### src/rtl/gpu_line_scheduler.sv
`default_nettype none

`ifndef WIDTH_BITS
`define WIDTH_BITS 10
`endif
`ifndef HEIGHT_BITS
`define HEIGHT_BITS 9
`endif
`ifndef CHANNEL_BITS
`define CHANNEL_BITS 8
`endif

// +--------------------------------------------------------------------------+
// | Module     : gpu_line_scheduler                                          |
// | Description: Round-robin arbiter and sequencer that feeds line commands  |
// |              from two requesters to one Bresenham engine and forwards    |
// |              de-duplicated, colour-tagged pixels to the framebuffer.     |
// | Revision   : 1.0 - initial release                                       |
// +--------------------------------------------------------------------------+
module gpu_line_scheduler #(
    parameter int TIMEOUT_CYCLES = 2048,
    parameter int CMD_W          = 2*`WIDTH_BITS + 2*`HEIGHT_BITS + 3*`CHANNEL_BITS
) (
    input  logic                        clk,
    input  logic                        rst,
    input  logic                        req0_valid,
    output logic                        req0_ready,
    input  logic [CMD_W-1:0]            req0_cmd,
    input  logic                        req1_valid,
    output logic                        req1_ready,
    input  logic [CMD_W-1:0]            req1_cmd,
    output logic [`WIDTH_BITS-1:0]      eng_x1,
    output logic [`HEIGHT_BITS-1:0]     eng_y1,
    output logic [`WIDTH_BITS-1:0]      eng_x2,
    output logic [`HEIGHT_BITS-1:0]     eng_y2,
    output logic                        eng_start,
    input  logic                        eng_busy,
    input  logic                        eng_done,
    input  logic [`WIDTH_BITS-1:0]      eng_x,
    input  logic [`HEIGHT_BITS-1:0]     eng_y,
    output logic                        px_valid,
    output logic [`WIDTH_BITS-1:0]      px_x,
    output logic [`HEIGHT_BITS-1:0]     px_y,
    output logic [3*`CHANNEL_BITS-1:0]  px_rgb,
    output logic                        cmd_done,
    output logic                        cmd_err,
    output logic                        cmd_owner,
    output logic                        sched_busy
);

    localparam int c_WB     = `WIDTH_BITS;
    localparam int c_HB     = `HEIGHT_BITS;
    localparam int c_RGB_W  = 3*`CHANNEL_BITS;
    localparam int c_CNT_W  = $clog2(TIMEOUT_CYCLES + 1);
    localparam int c_X1_MSB = CMD_W - 1;
    localparam int c_Y1_MSB = c_X1_MSB - c_WB;
    localparam int c_X2_MSB = c_Y1_MSB - c_HB;
    localparam int c_Y2_MSB = c_X2_MSB - c_WB;

    localparam logic [1:0] c_ST_IDLE    = 2'd0;
    localparam logic [1:0] c_ST_LAUNCH  = 2'd1;
    localparam logic [1:0] c_ST_DRAW    = 2'd2;
    localparam logic [1:0] c_ST_RELEASE = 2'd3;

    localparam logic [c_CNT_W-1:0] c_CNT_LAST = c_CNT_W'(TIMEOUT_CYCLES - 1);

    logic [1:0]          r_state;
    logic                r_last_grant;
    logic                r_owner;
    logic [c_WB-1:0]     r_x1;
    logic [c_HB-1:0]     r_y1;
    logic [c_WB-1:0]     r_x2;
    logic [c_HB-1:0]     r_y2;
    logic [c_RGB_W-1:0]  r_rgb;
    logic                r_eng_start;
    logic [c_CNT_W-1:0]  r_cnt;
    logic                r_have_prev;
    logic [c_WB-1:0]     r_prev_x;
    logic [c_HB-1:0]     r_prev_y;
    logic                r_px_valid;
    logic [c_WB-1:0]     r_px_x;
    logic [c_HB-1:0]     r_px_y;
    logic [c_RGB_W-1:0]  r_px_rgb;
    logic                r_cmd_done;
    logic                r_cmd_err;
    logic                r_cmd_owner;

    logic                w_idle;
    logic                w_grant0;
    logic                w_grant1;
    logic [CMD_W-1:0]    w_cmd;
    logic                w_timeout;
    logic                w_fwd;

    // Ties go to whichever requester did not win last; reset leaves last=1 so req0 wins first.
    assign w_idle    = (r_state == c_ST_IDLE) && !rst;
    assign w_grant0  = w_idle && req0_valid && (!req1_valid || r_last_grant);
    assign w_grant1  = w_idle && req1_valid && (!req0_valid || !r_last_grant);
    assign w_cmd     = w_grant1 ? req1_cmd : req0_cmd;
    assign w_timeout = !eng_done && (r_cnt == c_CNT_LAST);
    assign w_fwd     = (r_state == c_ST_DRAW) && eng_busy && !w_timeout &&
                       (!r_have_prev || (eng_x != r_prev_x) || (eng_y != r_prev_y));

    always_ff @(posedge clk) begin
        if (rst) begin
            r_state      <= c_ST_IDLE;
            r_last_grant <= 1'b1;
            r_owner      <= 1'b0;
            r_x1         <= '0;
            r_y1         <= '0;
            r_x2         <= '0;
            r_y2         <= '0;
            r_rgb        <= '0;
            r_eng_start  <= 1'b0;
            r_cnt        <= '0;
            r_have_prev  <= 1'b0;
            r_prev_x     <= '0;
            r_prev_y     <= '0;
            r_px_valid   <= 1'b0;
            r_px_x       <= '0;
            r_px_y       <= '0;
            r_px_rgb     <= '0;
            r_cmd_done   <= 1'b0;
            r_cmd_err    <= 1'b0;
            r_cmd_owner  <= 1'b0;
        end else begin
            r_px_valid <= 1'b0;
            r_cmd_done <= 1'b0;
            r_cmd_err  <= 1'b0;
            case (r_state)
                c_ST_IDLE: begin
                    if (w_grant0 || w_grant1) begin
                        r_x1         <= w_cmd[c_X1_MSB -: c_WB];
                        r_y1         <= w_cmd[c_Y1_MSB -: c_HB];
                        r_x2         <= w_cmd[c_X2_MSB -: c_WB];
                        r_y2         <= w_cmd[c_Y2_MSB -: c_HB];
                        r_rgb        <= w_cmd[c_RGB_W-1:0];
                        r_owner      <= w_grant1;
                        r_last_grant <= w_grant1;
                        r_eng_start  <= 1'b1;
                        r_state      <= c_ST_LAUNCH;
                    end
                end
                c_ST_LAUNCH: begin
                    r_cnt       <= '0;
                    r_have_prev <= 1'b0;
                    r_state     <= c_ST_DRAW;
                end
                c_ST_DRAW: begin
                    // Engine hold steps repeat a coordinate; only forward changes.
                    if (w_fwd) begin
                        r_px_valid  <= 1'b1;
                        r_px_x      <= eng_x;
                        r_px_y      <= eng_y;
                        r_px_rgb    <= r_rgb;
                        r_prev_x    <= eng_x;
                        r_prev_y    <= eng_y;
                        r_have_prev <= 1'b1;
                    end
                    if (eng_done) begin
                        r_cmd_done  <= 1'b1;
                        r_cmd_owner <= r_owner;
                        r_eng_start <= 1'b0;
                        r_state     <= c_ST_RELEASE;
                    end else if (w_timeout) begin
                        r_cmd_err   <= 1'b1;
                        r_cmd_owner <= r_owner;
                        r_eng_start <= 1'b0;
                        r_state     <= c_ST_RELEASE;
                    end else begin
                        r_cnt <= r_cnt + 1'b1;
                    end
                end
                c_ST_RELEASE: begin
                    r_state <= c_ST_IDLE;
                end
                default: begin
                    r_state <= c_ST_IDLE;
                end
            endcase
        end
    end

    assign req0_ready = w_grant0;
    assign req1_ready = w_grant1;
    assign eng_x1     = r_x1;
    assign eng_y1     = r_y1;
    assign eng_x2     = r_x2;
    assign eng_y2     = r_y2;
    assign eng_start  = r_eng_start;
    assign px_valid   = r_px_valid;
    assign px_x       = r_px_x;
    assign px_y       = r_px_y;
    assign px_rgb     = r_px_rgb;
    assign cmd_done   = r_cmd_done;
    assign cmd_err    = r_cmd_err;
    assign cmd_owner  = r_cmd_owner;
    assign sched_busy = (r_state != c_ST_IDLE);

endmodule

`default_nettype wire

### config.mk
export PLATFORM = sky130hd
export DESIGN_NAME = gpu_line_scheduler
export DESIGN_NICKNAME = d
export VERILOG_FILES = /design/src/rtl/gpu_line_scheduler.sv
export SDC_FILE = /design/constraint.sdc
export NUM_CORES = 1
export LEC_CHECK = 0
export ABC_AREA = 1
export CAP_MARGIN = 40
export CORE_UTILIZATION = 41
export CTS_BUF_LIST = sky130_fd_sc_hd__clkbuf_4
export CTS_CLUSTER_SIZE = 16
export DETAILED_ROUTE_END_ITERATION = 10
export PLACE_DENSITY = 0.82
export SETUP_SLACK_MARGIN = 0.3
export SYNTH_ARGS = -nofsm -noshare
export SYNTH_HDL_FRONTEND = slang
export SYNTH_SLANG_ARGS = --single-unit
### constraint.sdc
create_clock -name clk -period 2 [get_ports clk]
set_input_delay 0.6 -clock clk [delete_from_list [all_inputs] [get_ports clk]]
set_output_delay 0.6 -clock clk [all_outputs]
set_load 0.01 [all_outputs]
# Word level (Yosys, flattened, before mapping)
# Cells that the tools add are included.
# classes
multipliers	0
n_mux	19
reduce_logical	35
bitwise	1
n_div	0
order_cmp	0
addsub	1
n_eq_ne	11
n_shift	0
# ops
op	count
two-way mux 62 bit	1
two-way mux 12 bit	2
case mux 12 bit (2 select lines)	1
adder 12 x 1 -> 12 bit, second input constant	1
equality test 12 x 11 -> 1 bit, second input constant	1
!= test 10 bit	1
AND reduction 2 bit	5
logical AND 1 bit	9
two-way mux 1 bit	9
!= test 9 bit	1
case mux 2 bit (4 select lines)	1
nonzero test 2 bit	4
zero test 1 bit	7
two-way mux 2 bit	3
!= test 2 bit, second input constant	3
AND reduction 3 bit	2
logical OR 1 bit	5
equality test 2 bit, second input constant	2
case mux 1 bit (2 select lines)	2
!= test 3 bit, second input constant	1
OR reduction 3 bit	1
equality test 2 x 1 -> 1 bit, second input constant	1
zero test 2 bit	1
!= test 2 x 1 -> 1 bit, second input constant	1
2 further kinds	2
# totals
output_inout_bits	89
ff_bits	127
ramBits	0
latchBits	0
romBits	0
n_memories	0

# Depth between registers and ports, before layout
# Gate-level depths: netlist of run 1.
# logic_depth
word_depth	7
depth_mapped	12
ltp_nobuf	12

# Least setup slack after synthesis of run 1
# OpenSTA, ideal clock, no wires.
# synth_path
path_type	flip-flop to output port
start	register r_state[0]
end	output port req1_ready
path_buffers	1
slack_ns	0.124
required_time_ns	1.400
t_arrival_ns	1.276
path_stages_with_launch	8
path_cell_list	dfxtp_1 -> inv_1 -> ha_1 -> inv_1 -> nor2_1 -> nand2_1 -> a21oi_4 -> buf_2
# synth_between
elab_chain_len	4
# synth_lines
item	line	source
start, declared	67	logic [1:0] r_state;
start signal, assigned	106	r_state <= c_ST_IDLE;
start signal, assigned	141	r_state <= c_ST_LAUNCH;
start signal, assigned	147	r_state <= c_ST_DRAW;
zero test 2 bit	96	assign w_idle = (r_state == c_ST_IDLE) && !rst;
logical AND 1 bit	96	
logical AND 1 bit (2 in a row)	98	assign w_grant1 = w_idle && req1_valid && (!req0_valid || !r_last_grant);
end, declared	30	output logic req1_ready,
# No other way between the ends.

# Worst setup path in the final report of run 1
# layout_path
start	register r_state[0]
end	output port req0_ready
# layout_between
elab_chain_len	4
# layout_lines
item	line	source
zero test 2 bit	96	
logical AND 1 bit	96	
logical AND 1 bit (2 in a row)	97	assign w_grant0 = w_idle && req0_valid && (!req1_valid || r_last_grant);
end, declared	27	output logic req0_ready,
# No other way between the ends.

==> results of run 1 <==
## layout make-up
cell class / count / area [sq um] / share of cell area
timing repair inverter: 1 / 8.758 / 0.0008055
clock buffer: 19 / 142.6 / 0.01312
antenna: 1 / 2.502 / 0.0002302
sequential: 127 / 2646 / 0.2434
timing repair buffer: 362 / 3682 / 0.3387
inverter: 148 / 596.8 / 0.05489
tap: 188 / 235.2 / 0.02163
clock inverter: 13 / 98.84 / 0.009091
multi-input combinational: 608 / 3460 / 0.3182
## metrics by stage
step | worst slack [ns] | TNS (ns) | power (mW) | hold WS [ns] | instance area, sq um
2_1_floorplan | 0.2813 | 0 | 5.132 | 0.4240 | 6359
3_5_place_dp | -0.5434 | -31.58 | 6.778 | 0.4581 | 9163
4_1_cts | -0.2220 | -0.5366 | 8.499 | 0.4688 | 9517
6_report | -0.2089 | -0.5723 | 9.181 | 0.4452 | 10870
3_3_place_gp | -0.5380 | -29.47 | 6.692 | 0.4293 | 9163
5_1_grt | -0.3351 | -0.8753 | 9.678 | 0.4358 | 10870
## sequential cells by signal (all words and copies together) (netlist names), 2 cells and up
register  cells
px_rgb       24
r_rgb        24
r_cnt        12
eng_x1       10
eng_x2       10
px_x         10
eng_y1        9
eng_y2        9
px_y          9
r_state       2
## layer usage
| metal | vias up | wire (microns) |
|---|---|---|
| met4 | 0 | 558 |
| met3 | 54 | 1577 |
| li1 | 3650 | - |
| met2 | 330 | 12110 |
| met1 | 3468 | 9686 |
| met5 | - | 0 |
## power by group through the flow
| stage | registers [mW] | clock network (mW) | logic, mW |
|---|---|---|---|
| finish | 3.44 | 1.60 | 4.14 |
| global route | 3.49 | 1.73 | 4.45 |
| detailed placement | 3.45 | 0 | 3.33 |
| CTS | 3.41 | 1.62 | 3.47 |
| floorplan | 3.57 | 0 | 1.56 |
| global placement | 3.43 | 0 | 3.26 |
## path summary, 6_finish.rpt
path / to / start / cells past startpoint
max reg2reg: px_x[0]$_SDFFE_PP0P_ / px_x[4]$_SDFFE_PP0P_ / 12
max: req0_ready / r_state[0]$_SDFFE_PP0P_ / 7
min: px_y[3]$_SDFFE_PP0P_ / eng_y[3] / 5
min reg2reg: cmd_owner$_SDFFE_PP0P_ / r_owner$_SDFFE_PP0P_ / 2
## cell families (layout without fill, tap and decap cells)
logic type	Yosys count	after routing	synth area share
flip-flops	127	127	0.4022
AO/OA/AOI/OAI	131	131	0.1427
other	0	1	0
buffers and inverters	206	543	0.1316
adder cells (fa/ha/maj)	4	4	0.007918
AND/OR/NAND/NOR	465	467	0.3072
XOR/XNOR	6	6	0.008313
## worst reg2reg max path, cell delays in order, from the launching register on
cell       delay (ns)
dfxtp_2          0.36
buf_4            0.12
inv_1            0.04
nand2_1          0.07
nand2_1          0.06
nor2_1           0.10
nand2_1          0.11
nor2_4           0.22
buf_6            0.14
nand3_4          0.16
clkbuf_16        0.22
a21oi_2          0.16
nor2_1           0.06
## what timing repair did
action / 4_1_cts / 5_1_grt
gates cloned: 5 / 30
setup buffers: 28 / 17
gates resized for setup: 451 / 171
endpoints found under the hold margin: 0 / 0
endpoints found under the setup margin: 206 / 126
pin swaps: 4 / 58
## cells in the final DEF, fill, tap and decap left out, types with 24 or more instances in the layout
cell type / instances
a21oi_1: 24
a21oi_2: 34
buf_2: 81
buf_4: 62
buf_6: 27
clkdlybuf4s50_1: 134
dfxtp_1: 48
dfxtp_2: 77
inv_1: 133
nand2_1: 250
nand3_1: 75
nand3_2: 41
nor2_1: 66
o211ai_1: 63
==> impl_metrics.yaml, run 1 <==
layout:
  fill_cells: 1152
  utilization: 0.7179
  syn_to_final_growth_pct: 72.01
  fin_cells: 1467
  drive_gt1_frac: 0.3537
  nets: 1418
yosys:
  syn_area_sq_um: 6321
  synth-edff-count: 0
  synth_warnings: 0
  synth.most_common_cell: "nand2_1"
  synth_commonest_cells: "261 x nand2_1, 143 x inv_1, 127 x dfxtp_1"
  syn-num-nets: 1092
  syn_area_per_cell_sq_um: 6.732
  synth_top_cell_by_area: "dfxtp_1"
  synth.top_cells.by_area: "dfxtp_1 40%, nand2_1 15%, nand3_1 9.3%"
  async_reset_ff_frac: 0
  synthCells: 939
  netlist.area_leader.share: 0.4022
  synth_cell_types: 26
  synth_ff_type: "dfxtp_1"
  synth-seq-cells: 127
  yosysSeqAreaShare: 0.4022
clocking:
  clk_latency_ns: 0.54
  cts_tree: "built"
  h-tree-depth: 4
  clock-sinks: 127
  numCtsBuffers: 17
  cts.clk_slew.worst_paths_ns: 0.12
  cts-hold-fix-buffers: 0
  clk_path_buf_depth: 2
  clk_root_buffer_cell: "clkbuf_4"
worst_setup_path:
  critPathBufInv: 3
  crit_type: "flip-flop to output port"
  critPathSlowestCell: "dfxtp_2"
  reg2reg_slack_ns: 0.10
  critPathMaxFanout: 3
  crit_chain: "inv_2 -> ha_4 -> inv_4 -> nor2_4 -> nand2_2 -> a21oi_2 -> buf_2"
  critical-path-max-stage-delay_ns: 0.34
  critPathTopFamily: "flip-flops"
  cp-end-kind: "output port"
  startpoint_type: "flip-flop"
  cp_data_arrival_time_ns: 1.61
  critPathRequiredTime_ns: 1.40
power_and_ir_drop:
  powerDensity_nw_per_um2: 844.4
  power_switching_mw: 3.402
  pwr-share-comb: 0.451
  peakVddDrop_uv: 390.7
  p_int_mw: 5.779
  seqPwrFrac: 0.375
  swShare: 0.3706
  leakage_nw: 5.229
  p_clk_frac: 0.175
status:
  status: "finished, violations left"
  violations: "negative setup slack"
global_routing:
  met1_usage: 0.2978
  use_met3: 0.05140
  grt_pass1_wl_mm: 30.92
  grt_pass1_vias: 6468
  overflow: 0
  grt.total_usage: 0.2405
  grt_max_degree: 65
  met2_usage: 0.4105
  gr-max-usage-layer: "met2"
  antenna_found_initial: 1
place:
  port-buffer-count: 237
  place_inst: 1354
  dp_hpwl_mm: 12.50
  place.gp.congestion: 0.8454
drt:
  drt-pass1-iter-count: 6
  drc_errors: 0
  totalWireLength_mm: 23.93
  via_per_inst: 5.114
  wl_per_cell_microns: 16.31
  dr_total_vias: 7502
  drt-initial-drc-count: 439
  ant_nets: 0
timing:
  min_period_ns: 2.209
  final_max_slew_viol_count: 0
  rsz0062_at_grt: "true"
  setup_ws_ns: -0.2089
  max_freq_ghz: 0.4527
  max_slew.worst_pin.slew_ns: 0.2975
  finalCritPeriodShare: 1.104
  slew_headroom: 0.8017
  finClkSkew_ns: 0.02325
  hold_viol: 0
  finalSetupViolations: 3
floorplan:
  die_y_microns: 126.2
  pin_count: 238
  rows: 45
  die_area_sq_um: 15920
  start_util: 0.4173
  core-area_sq_um: 15150
  die_x_microns: 126.2
min_path:
  hp-class: "input pin to flip-flop"
run:
  drv_cap: 0
No activity file was read; power rests on OpenSTA's default activity.
==> inputs of run 2 (changes only) <==
Settings changed: ABC_CLOCK_PERIOD_IN_PS set to 2000, CORE_ASPECT_RATIO set to 0.7.
==> run 2 against run 1 <==
The run still ends with negative setup slack left. First-iteration DRC count is 30% lower. Die area is essentially flat. Cell count fell by 1.2%. Global-route usage grew 1.0 points. Non-clock buffer count fell by 22. Combinational power shrank 5.1%. Clock power up 19%. Critical path depth unchanged. Via count is 3.3% lower. Register-to-register slack worse by 0.09 ns. Critical path type unchanged.
==> impl_metrics.yaml, run 2 (synthesis results as in run 1) <==
worst_setup_path:
  cp-end-kind: "output port"
  crit_type: "flip-flop to output port"
  critPathTopFamily: "flip-flops"
  critical-path-max-stage-delay_ns: 0.35
  critPathBufInv: 3
  cp_data_arrival_time_ns: 1.62
  critPathMaxFanout: 3
  startpoint_type: "flip-flop"
  critPathSlowestCell: "dfxtp_2"
  critPathRequiredTime_ns: 1.40
  crit_chain: "inv_2 -> ha_4 -> inv_4 -> nor2_4 -> nand2_2 -> a21oi_4 -> buf_6"
timing:
  max_slew.worst_pin.slew_ns: 0.3862
  rsz0062_at_grt: "true"
  finalSetupViolations: 3
  slew_headroom: 0.7425
  finClkSkew_ns: 0.02475
  hold_viol: 0
  setup_ws_ns: -0.2151
  final_max_slew_viol_count: 0
  timing.hold.ws_ns: 0.4674
  max_freq_ghz: 0.4515
  min_period_ns: 2.215
  finalCritPeriodShare: 1.108
layout:
  layout_common_cells: "246 x nand2_1, 135 x inv_1, 131 x clkdlybuf4s50_1"
  nets: 1396
  design_area_sq_um: 10590
  syn_to_final_growth_pct: 67.50
  diodes: 0
  fin_cells: 1450
  drive_gt1_frac: 0.3490
  final_common_cell: "nand2_1"
global_routing:
  grt_max_degree: 84
  antenna_found_initial: 0
  overflow: 0
  grt.total_usage: 0.2509
  grt_pass1_vias: 6557
  grt_pass1_wl_mm: 31.61
power_and_ir_drop:
  peakVddDrop_uv: 594.1
  power.total_mw: 9.296
  leakage_nw: 5.073
  powerDensity_nw_per_um2: 878.0
drt:
  wl_per_cell_microns: 15.69
  drt-pass1-iter-count: 7
  drt-initial-drc-count: 306
  dr_total_vias: 7253
  totalWireLength_mm: 22.75
  drc_errors: 0
  ant_nets: 0
  via_per_inst: 5.002
clocking:
  clk_root_buffer_cell: "clkbuf_4"
  h-tree-depth: 4
  clk_latency_ns: 0.53
  cts.clk_slew.worst_paths_ns: 0.13
  clk_path_buf_depth: 2
  cts_tree: "built"
  numCtsBuffers: 17
  clock-sinks: 127
place:
  place.gp.congestion: 0.8671
  place_inst: 1356
  port-buffer-count: 237
  postPlaceCellArea_sq_um: 9121
  dp_hpwl_mm: 13.46
  dp_worst_setup_slack_ns: -0.5901
floorplan:
  die_y_microns: 105.9
  pin_count: 238
  die_area_sq_um: 15930
  core-area_sq_um: 14860
  start_util: 0.4254
  die_x_microns: 150.4
  rows: 37
status:
  status: "finished, violations left"
  violations: "negative setup slack"
min_path:
  hp-class: "input pin to flip-flop"
run:
  drv_cap: 0
run 2: area by class of cell:
type	count	area, sq um
multi-input cells	607	3510
fillers	1183	4273
flip-flops and latches	127	2649
repair inverters	2	32.53
inverters	148	588.1
clock buffers	17	127.6
repair buffers	340	3267
well taps	195	244.0
clock inverters	14	170.2
run 2: worst register-to-register path: stages, from the launching register on:
cell	delay, ns
dfxtp_2	0.35
inv_2	0.08
ha_4	0.15
inv_4	0.04
nor2_4	0.09
nand2_2	0.09
a21oi_4	0.17
buf_4	0.14
buf_6	0.11
buf_12	0.13
inv_4	0.06
buf_12	0.16
nand2_1	0.09
nand3_1	0.07
o211ai_1	0.11
inv_1	0.07
run 2: metrics by stage:
stage / TNS [ns] / utilization
final: -0.4617 / 0.7125
after global routing: -4.063 / 0.7125
after CTS: -0.4979 / 0.6345
after detailed placement: -42.62 / 0.6138
after global placement: -36.67 / 0.6138
after floorplan: 0 / -
run 2: per-layer routing:
layer,GRT usage,part of all wire,up-vias
li1,-,-,3599
met1,0.3066,0.41,3364
met3,0.08528,0.086,45
met5,0,0,-
met2,0.4115,0.48,245
met4,0.07937,0.023,0
run 2: path summary, 6_finish.rpt:
kind	from	to	slack, ns	cells past startpoint
worst min register to register	px_rgb[11]$_SDFFE_PP0P_	px_rgb[11]$_SDFFE_PP0P_	0.47	2
worst max register to register	r_state[0]$_SDFFE_PP0P_	eng_y2[7]$_SDFFE_PP0P_	0.01	15
worst max-delay path	r_state[0]$_SDFFE_PP0P_	req1_ready	-0.22	7
worst min-delay path	eng_y[3]	px_y[3]$_SDFFE_PP0P_	0.47	5
run 2: timing repair:
| action | 4_1_cts | 5_1_grt |
|---|---|---|
| cloned | 1 | 20 |
| setup buffers | 26 | 16 |
| endpoints found under the setup margin | 212 | 133 |
| pin swaps | 15 | 110 |
| hold buffers | 0 | 0 |
| resized for setup | 470 | 147 |
| hold endpoints to repair | 0 | 0 |
run 2: power by group:
group	switching (mW)	total [mW]	internal (mW)
combinational	2.02	3.93	1.91
clock	1.05	1.91	0.856
sequential	0.332	3.46	3.12
total	3.41	9.30	5.89
==> inputs of run 3 (changes only) <==
Settings changed: TNS_END_PERCENT set to 1.
==> run 3 against run 2 <==
The run still ends with negative setup slack left. Fmax up 1.9%. Die area stayed put. Utilization fell by 5.1 points. Sequential share of layout area rose by 2.1 points. Largest cell class unchanged.
==> impl_metrics.yaml, run 3 (synthesis results as in run 1) <==
status:
  status: "finished, violations left"
  violations: "negative setup slack"
worst_setup_path:
  critPathRequiredTime_ns: 1.40
  rr_worst_depth: 13
  reg2reg_slack_ns: 0.10
  critPathMaxFanout: 3
  cp-end-kind: "output port"
  crit_start: "rst"
  startpoint_type: "input pin"
  crit_type: "input pin to output port"
  cp_data_arrival_time_ns: 1.57
  timing.rr.start: "r_state[0]$_SDFFE_PP0P_"
  r2r_end: "r_rgb[13]$_SDFFE_PP0P_"
clocking:
  h-tree-depth: 4
  cts.clk_slew.worst_paths_ns: 0.12
  cts_tree: "built"
  clk_root_buffer_cell: "clkbuf_4"
  cts-hold-fix-buffers: 0
  clock-sinks: 127
  clk_latency_ns: 0.51
  numCtsBuffers: 17
  clk_path_buf_depth: 2
min_path:
  min_from: "r_owner$_SDFFE_PP0P_"
  hold_end: "cmd_owner$_SDFFE_PP0P_"
  hp-class: "flip-flop to flip-flop"
  hold-path-cell-count: 2
place:
  postPlaceCellArea_sq_um: 9148
  port-buffer-count: 237
  place_inst: 1358
  dp_worst_setup_slack_ns: -0.5593
  dp_hpwl_mm: 13.49
  place.gp.congestion: 0.8506
floorplan:
  rows: 37
  die_y_microns: 105.9
  start_util: 0.4254
  core-area_sq_um: 14860
  pin_count: 238
  die_area_sq_um: 15930
  die_x_microns: 150.4
global_routing:
  antenna_found_initial: 1
  grt_max_degree: 62
  met2_usage: 0.3835
  grt_pass1_vias: 6346
  gr-max-usage-layer: "met2"
  grt_pass1_wl_mm: 30.91
  met1_usage: 0.3113
  use_met3: 0.08831
  overflow: 0
  grt.total_usage: 0.2465
drt:
  drt-pass1-iter-count: 5
  drt-initial-drc-count: 378
  via_per_inst: 4.907
  dr_total_vias: 6830
  totalWireLength_mm: 19.94
  wl_per_cell_microns: 14.32
  ant_nets: 0
  drc_errors: 0
layout:
  nets: 1337
  fill_cells: 1262
  syn_to_final_growth_pct: 55.54
  layout_common_cells: "253 x nand2_1, 136 x inv_1, 133 x clkdlybuf4s50_1"
  design_area_sq_um: 9832
  final_common_cell: "nand2_1"
  diodes: 0
  fin_cells: 1392
  utilization: 0.6616
  drive_gt1_frac: 0.3074
power_and_ir_drop:
  powerDensity_nw_per_um2: 898.1
  power.total_mw: 8.830
  leakage_nw: 4.669
  peakVddDrop_uv: 390.8
timing:
  rsz0062_at_grt: "true"
  finalCritPeriodShare: 1.087
  timing.hold.ws_ns: 0.4400
  max_slew.worst_pin.slew_ns: 0.3546
  slew_headroom: 0.7636
  setup_ws_ns: -0.1740
  hold_viol: 0
  max_freq_ghz: 0.4600
  finalSetupViolations: 2
  setup_tns_ns: -0.3169
  min_period_ns: 2.174
  finClkSkew_ns: 0.02775
  final_max_slew_viol_count: 0
run:
  drv_cap: 0
==> run 3: worst max path at each step <==
stage                 endpoint  slack, ns  depth (start not counted)
finish              req0_ready      -0.17                          5
global route        req0_ready      -0.31                          7
CTS                 req1_ready      -0.20                          7
detailed placement  req0_ready      -0.56                          5
global placement    req0_ready      -0.53                          5
floorplan           req1_ready       0.28                          4
==> run 3: worst max-delay path, cell delays in order <==
cell and delay, ns:
clkdlybuf4s50_1 0.46, nor2_4 0.15, nand2_1 0.08, a21oi_2 0.13, buf_2 0.15
==> run 3: per-layer routing <==
| metal | vias up | routed length [microns] |
|---|---|---|
| li1 | 3477 | - |
| met1 | 3107 | 8489 |
| met2 | 218 | 9313 |
| met3 | 28 | 1750 |
| met4 | 0 | 383 |
| met5 | - | 0 |
==> run 3: report_power, final <==
part	internal [mW]	switching [mW]	leakage, nW
combinational	1.55	1.76	3.42
sequential	3.13	0.376	1.07
clock	1.04	0.970	0.177
total	5.73	3.10	4.67
==> run 3: area by class of cell <==
type,count,area [sq um],area share
inverters,148,573.1,0.05828
clock inverters,11,165.2,0.01680
repair buffers,284,2614,0.2658
flip-flops and latches,127,2665,0.2711
well taps,195,244.0,0.02482
multi-input cells,606,3413,0.3472
clock buffers,21,157.7,0.01603
==> run 3: timing repair <==
| action | in CTS | in global routing |
|---|---|---|
| gates resized for setup | 451 | 146 |
| pin swaps | 2 | 96 |
| buffers inserted | 1 | 1 |
| hold endpoints to repair | 0 | 0 |
| gates cloned | 0 | 0 |
| setup endpoints to repair | 209 | 151 |
